[src/rtl/mem_port_arbiter_if.sv]
// Signal bundle around mem_port_arbiter: fetch port, data port, memory port and stalls.
// slave = arbiter view; master = requesters/memory view.
interface mem_port_arbiter_if #(
    parameter int AW = 32,
    parameter int DW = 32
);
    logic          i_req;
    logic [AW-1:0] i_addr;
    logic          i_flush;
    logic          i_done;
    logic [DW-1:0] i_rdata;

    logic          d_req;
    logic          d_we;
    logic [AW-1:0] d_addr;
    logic [DW-1:0] d_wdata;
    logic          d_done;
    logic [DW-1:0] d_rdata;

    logic          mem_req;
    logic          mem_we;
    logic [AW-1:0] mem_addr;
    logic [DW-1:0] mem_wdata;
    logic          mem_ack;
    logic [DW-1:0] mem_rdata;

    logic          stall_if;
    logic          stall_mem;

    modport slave (
        input  i_req, i_addr, i_flush,
        input  d_req, d_we, d_addr, d_wdata,
        input  mem_ack, mem_rdata,
        output i_done, i_rdata, d_done, d_rdata,
        output mem_req, mem_we, mem_addr, mem_wdata,
        output stall_if, stall_mem
    );

    modport master (
        output i_req, i_addr, i_flush,
        output d_req, d_we, d_addr, d_wdata,
        output mem_ack, mem_rdata,
        input  i_done, i_rdata, d_done, d_rdata,
        input  mem_req, mem_we, mem_addr, mem_wdata,
        input  stall_if, stall_mem
    );
endinterface

[src/rtl/mem_port_arbiter.sv]
// Shares one single-ported req/ack memory between the fetch and data stages,
// one access at a time, round-robin when both ask in the same cycle.
module mem_port_arbiter #(
    parameter int AW = 32,
    parameter int DW = 32
) (
    input  logic              clk,
    input  logic              rst_n,
    mem_port_arbiter_if.slave bus
);
    typedef enum logic [1:0] {
        IDLE   = 2'd0,
        BUSY_I = 2'd1,
        BUSY_D = 2'd2
    } state_e;

    state_e        state_q, state_d;
    logic          last_d_q, last_d_d;
    logic          abort_q, abort_d;
    logic          we_q, we_d;
    logic [AW-1:0] addr_q, addr_d;
    logic [DW-1:0] wdata_q, wdata_d;
    logic          i_done_q, i_done_d;
    logic          d_done_q, d_done_d;
    logic [DW-1:0] i_rdata_q, i_rdata_d;
    logic [DW-1:0] d_rdata_q, d_rdata_d;

    logic          i_elig, d_elig, pick_d;

    // A requester still holding req during its done cycle is not re-granted.
    assign i_elig = bus.i_req && !i_done_q;
    assign d_elig = bus.d_req && !d_done_q;
    assign pick_d = d_elig && (!i_elig || !last_d_q);

    always_comb begin
        // NOTE: every next-state value gets a default first, so no branch can leave one unassigned and infer a latch.
        state_d   = state_q;
        last_d_d  = last_d_q;
        abort_d   = abort_q;
        we_d      = we_q;
        addr_d    = addr_q;
        wdata_d   = wdata_q;
        i_done_d  = 1'b0;
        d_done_d  = 1'b0;
        i_rdata_d = i_rdata_q;
        d_rdata_d = d_rdata_q;

        case (state_q)
            IDLE: begin
                if (pick_d) begin
                    state_d  = BUSY_D;
                    last_d_d = 1'b1;
                    abort_d  = 1'b0;
                    we_d     = bus.d_we;
                    addr_d   = bus.d_addr;
                    wdata_d  = bus.d_wdata;
                end else if (i_elig) begin
                    state_d  = BUSY_I;
                    last_d_d = 1'b0;
                    abort_d  = 1'b0;
                    we_d     = 1'b0;
                    addr_d   = bus.i_addr;
                end
            end
            BUSY_I: begin
                if (bus.i_flush) begin
                    abort_d = 1'b1;
                end
                // A flush landing in the ack cycle drops the completion as well.
                if (bus.mem_ack) begin
                    state_d = IDLE;
                    abort_d = 1'b0;
                    if (!abort_q && !bus.i_flush) begin
                        i_done_d  = 1'b1;
                        i_rdata_d = bus.mem_rdata;
                    end
                end
            end
            BUSY_D: begin
                if (bus.mem_ack) begin
                    state_d  = IDLE;
                    d_done_d = 1'b1;
                    if (!we_q) begin
                        d_rdata_d = bus.mem_rdata;
                    end
                end
            end
            default: state_d = IDLE;
        endcase
    end

    // NOTE: sequential state uses non-blocking assignments so every register samples pre-edge values.
    always_ff @(posedge clk or negedge rst_n) begin
        if (!rst_n) begin
            state_q   <= IDLE;
            last_d_q  <= 1'b0;
            abort_q   <= 1'b0;
            we_q      <= 1'b0;
            addr_q    <= '0;
            wdata_q   <= '0;
            i_done_q  <= 1'b0;
            d_done_q  <= 1'b0;
            i_rdata_q <= '0;
            d_rdata_q <= '0;
        end else begin
            state_q   <= state_d;
            last_d_q  <= last_d_d;
            abort_q   <= abort_d;
            we_q      <= we_d;
            addr_q    <= addr_d;
            wdata_q   <= wdata_d;
            i_done_q  <= i_done_d;
            d_done_q  <= d_done_d;
            i_rdata_q <= i_rdata_d;
            d_rdata_q <= d_rdata_d;
        end
    end

    // mem_req decodes straight from state so an async reset drops it immediately.
    assign bus.mem_req   = (state_q != IDLE);
    assign bus.mem_we    = we_q;
    assign bus.mem_addr  = addr_q;
    assign bus.mem_wdata = wdata_q;
    assign bus.i_done    = i_done_q;
    assign bus.d_done    = d_done_q;
    assign bus.i_rdata   = i_rdata_q;
    assign bus.d_rdata   = d_rdata_q;
    assign bus.stall_if  = bus.i_req && !i_done_q;
    assign bus.stall_mem = bus.d_req && !d_done_q;
endmodule

[src/flat_wrapper.sv]
// flat-port wrapper written by rule: the top's interface ports become plain ports
module mem_port_arbiter_flat 
#(
    parameter int AW = 32,
    parameter int DW = 32
)
  (clk, rst_n, bus_i_req, bus_i_addr, bus_i_flush, bus_d_req, bus_d_we, bus_d_addr, bus_d_wdata, bus_mem_ack, bus_mem_rdata, bus_i_done, bus_i_rdata, bus_d_done, bus_d_rdata, bus_mem_req, bus_mem_we, bus_mem_addr, bus_mem_wdata, bus_stall_if, bus_stall_mem);
  mem_port_arbiter_if #(.AW(AW), .DW(DW)) bus_i ();
  input  logic clk;
  input  logic rst_n;
  input wire logic [$bits(bus_i.i_req)-1:0] bus_i_req;
  input wire logic [$bits(bus_i.i_addr)-1:0] bus_i_addr;
  input wire logic [$bits(bus_i.i_flush)-1:0] bus_i_flush;
  input wire logic [$bits(bus_i.d_req)-1:0] bus_d_req;
  input wire logic [$bits(bus_i.d_we)-1:0] bus_d_we;
  input wire logic [$bits(bus_i.d_addr)-1:0] bus_d_addr;
  input wire logic [$bits(bus_i.d_wdata)-1:0] bus_d_wdata;
  input wire logic [$bits(bus_i.mem_ack)-1:0] bus_mem_ack;
  input wire logic [$bits(bus_i.mem_rdata)-1:0] bus_mem_rdata;
  output wire logic [$bits(bus_i.i_done)-1:0] bus_i_done;
  output wire logic [$bits(bus_i.i_rdata)-1:0] bus_i_rdata;
  output wire logic [$bits(bus_i.d_done)-1:0] bus_d_done;
  output wire logic [$bits(bus_i.d_rdata)-1:0] bus_d_rdata;
  output wire logic [$bits(bus_i.mem_req)-1:0] bus_mem_req;
  output wire logic [$bits(bus_i.mem_we)-1:0] bus_mem_we;
  output wire logic [$bits(bus_i.mem_addr)-1:0] bus_mem_addr;
  output wire logic [$bits(bus_i.mem_wdata)-1:0] bus_mem_wdata;
  output wire logic [$bits(bus_i.stall_if)-1:0] bus_stall_if;
  output wire logic [$bits(bus_i.stall_mem)-1:0] bus_stall_mem;
  assign bus_i.i_req = bus_i_req;
  assign bus_i.i_addr = bus_i_addr;
  assign bus_i.i_flush = bus_i_flush;
  assign bus_i.d_req = bus_d_req;
  assign bus_i.d_we = bus_d_we;
  assign bus_i.d_addr = bus_d_addr;
  assign bus_i.d_wdata = bus_d_wdata;
  assign bus_i.mem_ack = bus_mem_ack;
  assign bus_i.mem_rdata = bus_mem_rdata;
  assign bus_i_done = bus_i.i_done;
  assign bus_i_rdata = bus_i.i_rdata;
  assign bus_d_done = bus_i.d_done;
  assign bus_d_rdata = bus_i.d_rdata;
  assign bus_mem_req = bus_i.mem_req;
  assign bus_mem_we = bus_i.mem_we;
  assign bus_mem_addr = bus_i.mem_addr;
  assign bus_mem_wdata = bus_i.mem_wdata;
  assign bus_stall_if = bus_i.stall_if;
  assign bus_stall_mem = bus_i.stall_mem;
  mem_port_arbiter #(.AW(AW), .DW(DW)) u_core (.clk(clk), .rst_n(rst_n), .bus(bus_i));
endmodule
[config.mk]
export PLATFORM = sky130hd
export DESIGN_NAME = mem_port_arbiter_flat
export DESIGN_NICKNAME = d
export VERILOG_FILES = /design/src/rtl/mem_port_arbiter_if.sv /design/src/rtl/mem_port_arbiter.sv /design/src/flat_wrapper.sv
export SDC_FILE = /design/constraint.sdc
export NUM_CORES = 1
export LEC_CHECK = 0
export CORE_UTILIZATION = 38
export DETAILED_ROUTE_END_ITERATION = 10
export HOLD_SLACK_MARGIN = 0.08
export PLACE_DENSITY = 0.88
export SYNTH_ARGS = -nofsm -noshare
export SYNTH_HDL_FRONTEND = slang
export SYNTH_SLANG_ARGS = --single-unit
export TNS_END_PERCENT = 5
[constraint.sdc]
create_clock -name clk -period 1.97 [get_ports clk]
set_clock_uncertainty 0.1 [all_clocks]
set_input_delay 0.197 -clock clk [delete_from_list [all_inputs] [get_ports clk]]
set_output_delay 0.197 -clock clk [all_outputs]
set_load 0.02 [all_outputs]
[After elaboration in Yosys (flattened, before gate mapping)]
Cells that the tools add are included.
Storage, ports and cells
  register bits after elaboration: 135
  input port bits: 135
  output and inout port bits: 134
  logic and storage cells: 56
Cells by class
  eq/ne operators: 5
  mux-type cells: 18
  bitwise logic cells: 1
  reductions and logical operators: 22
Operator list (number)
  32-bit 2-to-1 mux: 2
  1-bit 2-to-1 mux: 11
  3-bit AND reduction: 3
  1-bit zero test: 6
  2-bit 2-to-1 mux: 3
  2-bit AND reduction: 3
  2-bit nonzero test: 3
  1-bit logical AND: 4
  2-bit case mux with 2 select lines: 1
  3-bit by 1-bit != test with 1-bit output, second input constant: 1
  3-bit != test, second input constant: 1
  2-bit by 1-bit equality test with 1-bit output, second input constant: 1
  2-bit equality test, second input constant: 1
  2-bit zero test: 1
  2-bit by 1-bit != test with 1-bit output, second input constant: 1
  1-bit case mux with 2 select lines: 1
  2-bit OR reduction: 1
  1-bit logical OR: 1
  1-bit NOT: 1

[Depth between registers and ports, before layout]
  depth after elaboration: 7
  depth in mapped cells: 7
  depth with buffers taken out: 5

[Worst setup path before layout]
Ideal clock, no wire load.
  path type: register -> register
  start point: reg u_core.state_q[0]
  end point: reg u_core.wdata_q[10], in the netlist u_core.bus.mem_wdata[10]
  setup time: 0.125 ns
  arrival time: 1.671 ns
  data required time: 1.745 ns
  setup slack: 0.074 ns
  cell stages (with the launch flop): 7
  buffers on the path: 1
  clock period less this slack: 1.896 ns
  cell sequence: dfrtp_1 -> inv_1 -> ha_1 -> inv_2 -> nor3_4 -> buf_6 -> mux2_2
Between the ends
  cells in the longest elaborated chain, start to end: 2
RTL lines
  start, declared: line mem_port_arbiter.sv:17  | state_e state_q, state_d;
  start signal, assigned: line mem_port_arbiter.sv:106  | state_q <= state_d;
  2-bit zero test: line mem_port_arbiter.sv:48  | case (state_q)
  2-bit AND reduction (no line)
  end signal, assigned: line mem_port_arbiter.sv:111  | wdata_q <= wdata_d;
  end, declared: line mem_port_arbiter.sv:22  | logic [DW-1:0] wdata_q, wdata_d;
No other way between the ends.
A chain may end at the register's enable or synchronous reset.

[Final worst setup path]
  start point: reg u_core.state_q[0]
  end point: out bus_mem_req
Between the ends
  cells in the longest elaborated chain, start to end: 1
RTL lines
  2-bit nonzero test: line mem_port_arbiter.sv:120  | assign bus.mem_req = (state_q != IDLE);
  end, declared: line flat_wrapper.sv:24  | output wire logic [$bits(bus_i.mem_req)-1:0] bus_mem_req;
No other way between the ends.

==> results.toml <==
[route]
drc_errors = 0
via_count = 4836
drtIter0Drc = 214
final_antenna_net_count = 0
wl_per_cell_um = 17.7
detail_route.first_pass.iterations = 4
wirelength_um = 16900
routed_via_density = 5.05

[synth]
yosys-top-cells-area = "dfrtp_1, mux2_2, and3b_1, a221oi_1, a22oi_1"
netlist_instances = 464
ys_ff_latch = 135
synth_top_flop_cell = "dfrtp_1"
yosysMostFrequentCell = "dfrtp_1"
yosysTopAreaCellShare_pct = 56.6
synthArstFlopShare_pct = 100
ys_top_cells_by_count = "dfrtp_1, mux2_2, inv_1"
avgSynthCellArea_um2 = 12.9
synth.net_count = 602
ys_seq_area_share_pct = 56.6
synth-edff-count = 0
synth_warnings = 0
synth_area_leader_cell = "dfrtp_1"
ys_types = 30
syn_area_mm2 = 0.00597

[cells_and_area]
area_delta_synth_final_pct = 60.8
multi_input_area_mm2 = 0.00226
instances_no_fill = 958
drive_above_1_share_pct = 20.7
final_nets = 872
fin_area_mm2 = 0.00960
n_fill_cell = 1174
register_area_mm2 = 0.00338
diodes = 0

[clocking]
clk_pin_slew_ps = 60
clk-insertion-delay-late_ps = 410
htree_levels = 4
cts_buffers = 17
cts-root-buf = "clkbuf_16"
cts_tree = "yes"
cts_buffer_depth = 2
clock-sinks = 135
post_cts_buffers = 0

[timing]
setup_viol = 0
hold_viol = 0
hold_ws_ps = 197
period_share_pct = 92.7
worst_pin_slew_ps = 487
drv_slew = 0
fmaxAchievable_mhz = 548
relSlewSlack_pct = 67.5
fin_crit_ps = 1830
rsz0062_at_grt = "no"

[place]
hpwl_um = 11900
dp.cells = 925
place_area_mm2 = 0.00899
globalplace.congestion = 0.805
port_buffers = 268

[global_routing]
grt_max_degree = 52
grt_pass1_vias = 5123
grt_pass1_wl_um = 26700
grt_usage_pct = 21.4
overflow = 0
antenna_found_initial = 0

[critical_path]
start_kind = "flip-flop"
cp_data_required_time_ps = 1670
endpoint_kind = "output pin"
reg2reg_slack_ps = 160
cp_max_fo = 4
arrival_ps = 1530
crit_type = "reg -> out"

[die]
die_h_um = 127
die-area_mm2 = 0.0162
die_x_um = 127
core_area_mm2 = 0.0153
pin_count = 269
start_util_pct = 39.1
rows = 45

[pwr]
p_leak_nw = 4.13
peakVddDrop_uv = 1370
powerDensity_mw_per_mm2 = 1680

[job]
maxCapViolCount = 0

[status]
status = "complete, no violations"

[worst_hold_path]
hp-class = "in -> async"
cell families after synthesis:
| group | synth area share (%) |
|---|---|
| AOI/OAI and AO/OA | 12.6 |
| adders and majority gates | 0.629 |
| buffers and inverters | 5.64 |
| DFF | 56.6 |
| muxes | 18.1 |
| and+or+nand+nor | 6.48 |
metal layers:
metal | track usage [%] | vias to the layer above | wire (um)
met1 | 24.8 | 2374 | 6740
met2 | 36.5 | 197 | 8490
met5 | 0 | - | 0
met3 | 7.96 | 26 | 1380
met4 | 7.21 | 0 | 325
li1 | - | 2239 | -
worst paths after layout:
| check | from | endpoint | cells after the start |
|---|---|---|---|
| worst max register to register | u_core.state_q[1] | u_core.bus.mem_wdata[1] | 6 |
| min in group clk | bus_i_addr[26] | u_core.bus.mem_addr[26] | 3 |
| worst min register to register | u_core.bus.mem_wdata[27] | u_core.bus.mem_wdata[27] | 1 |
| max in group asynchronous | rst_n | u_core.bus.d_rdata[9] | 3 |
| worst max-delay path | u_core.state_q[0] | bus_mem_req | 4 |
| worst min-delay path | rst_n | u_core.bus.mem_wdata[6] | 2 |
worst max-delay path, cell delays in order, from the launching register on:
cell,delay [ps]
dfrtp_1,340
inv_1,70
ha_1,220
inv_2,110
dlygate4sd2_1,370
report_power, final:
| group | internal, mW | switching [mW] | leakage (nW) |
|---|---|---|---|
| Clock | 2.00 | 1.25 | 0.283 |
| Combinational | 4.13 | 3.87 | 2.25 |
| Sequential | 4.17 | 0.737 | 1.60 |
| Total | 10.3 | 5.86 | 4.13 |
metrics by stage:
step	utilization, %	power, mW	setup WS (ps)	TNS [ps]
global placement	58.9	12.8	22.6	0
floorplan	-	9.04	73.8	0
CTS	62.9	16.3	119	0
detailed placement	58.9	13.0	-3.83	-6.14
finish	62.9	16.2	145	0
global route	62.9	17.0	63.1	0
what timing repair did:
| action | CTS | global route |
|---|---|---|
| endpoints found under the setup margin | 4 | 0 |
| hold endpoints to repair | 120 | 0 |
| resized for setup | 4 | 0 |
| hold buffers | 1 | 0 |
flip-flops by register name, indices dropped and copies added (netlist names):
signal / count
u_core.bus.d_done: 1
u_core.last_d_q: 1
u_core.bus.mem_wdata: 32
u_core.bus.i_rdata: 32
u_core.bus.d_rdata: 32
u_core.bus.mem_addr: 32
u_core.bus.mem_we: 1
u_core.abort_q: 1
u_core.state_q: 2
u_core.bus.i_done: 1
layout by cell type (no fill, tap or decap), types with 2 or more instances in the layout:
cell type / instances
a221oi_1: 32
a22oi_1: 32
and3b_1: 33
buf_12: 7
buf_4: 16
bufinv_16: 3
clkbuf_16: 17
clkdlybuf4s50_1: 263
clkinv_2: 2
clkinv_4: 2
clkinvlp_4: 4
dfrtp_1: 135
dlygate4sd2_1: 4
ha_1: 3
inv_1: 35
inv_2: 2
inv_6: 3
mux2_1: 2
mux2_2: 94
nand2_1: 2
nand2b_1: 2
nor2_1: 2
nor2b_1: 2
nor3_4: 2
o21ai_0: 33
o32ai_1: 2
layout make-up:
type                    count  area share, %
repair buffers            292           30.7
clock buffers              18           4.47
well taps                 211           2.75
inverters                  37           1.45
clock inverters            14           1.81
flip-flops and latches    135           35.2
multi-input cells         251           23.6
(Power assumes the default switching activity.)
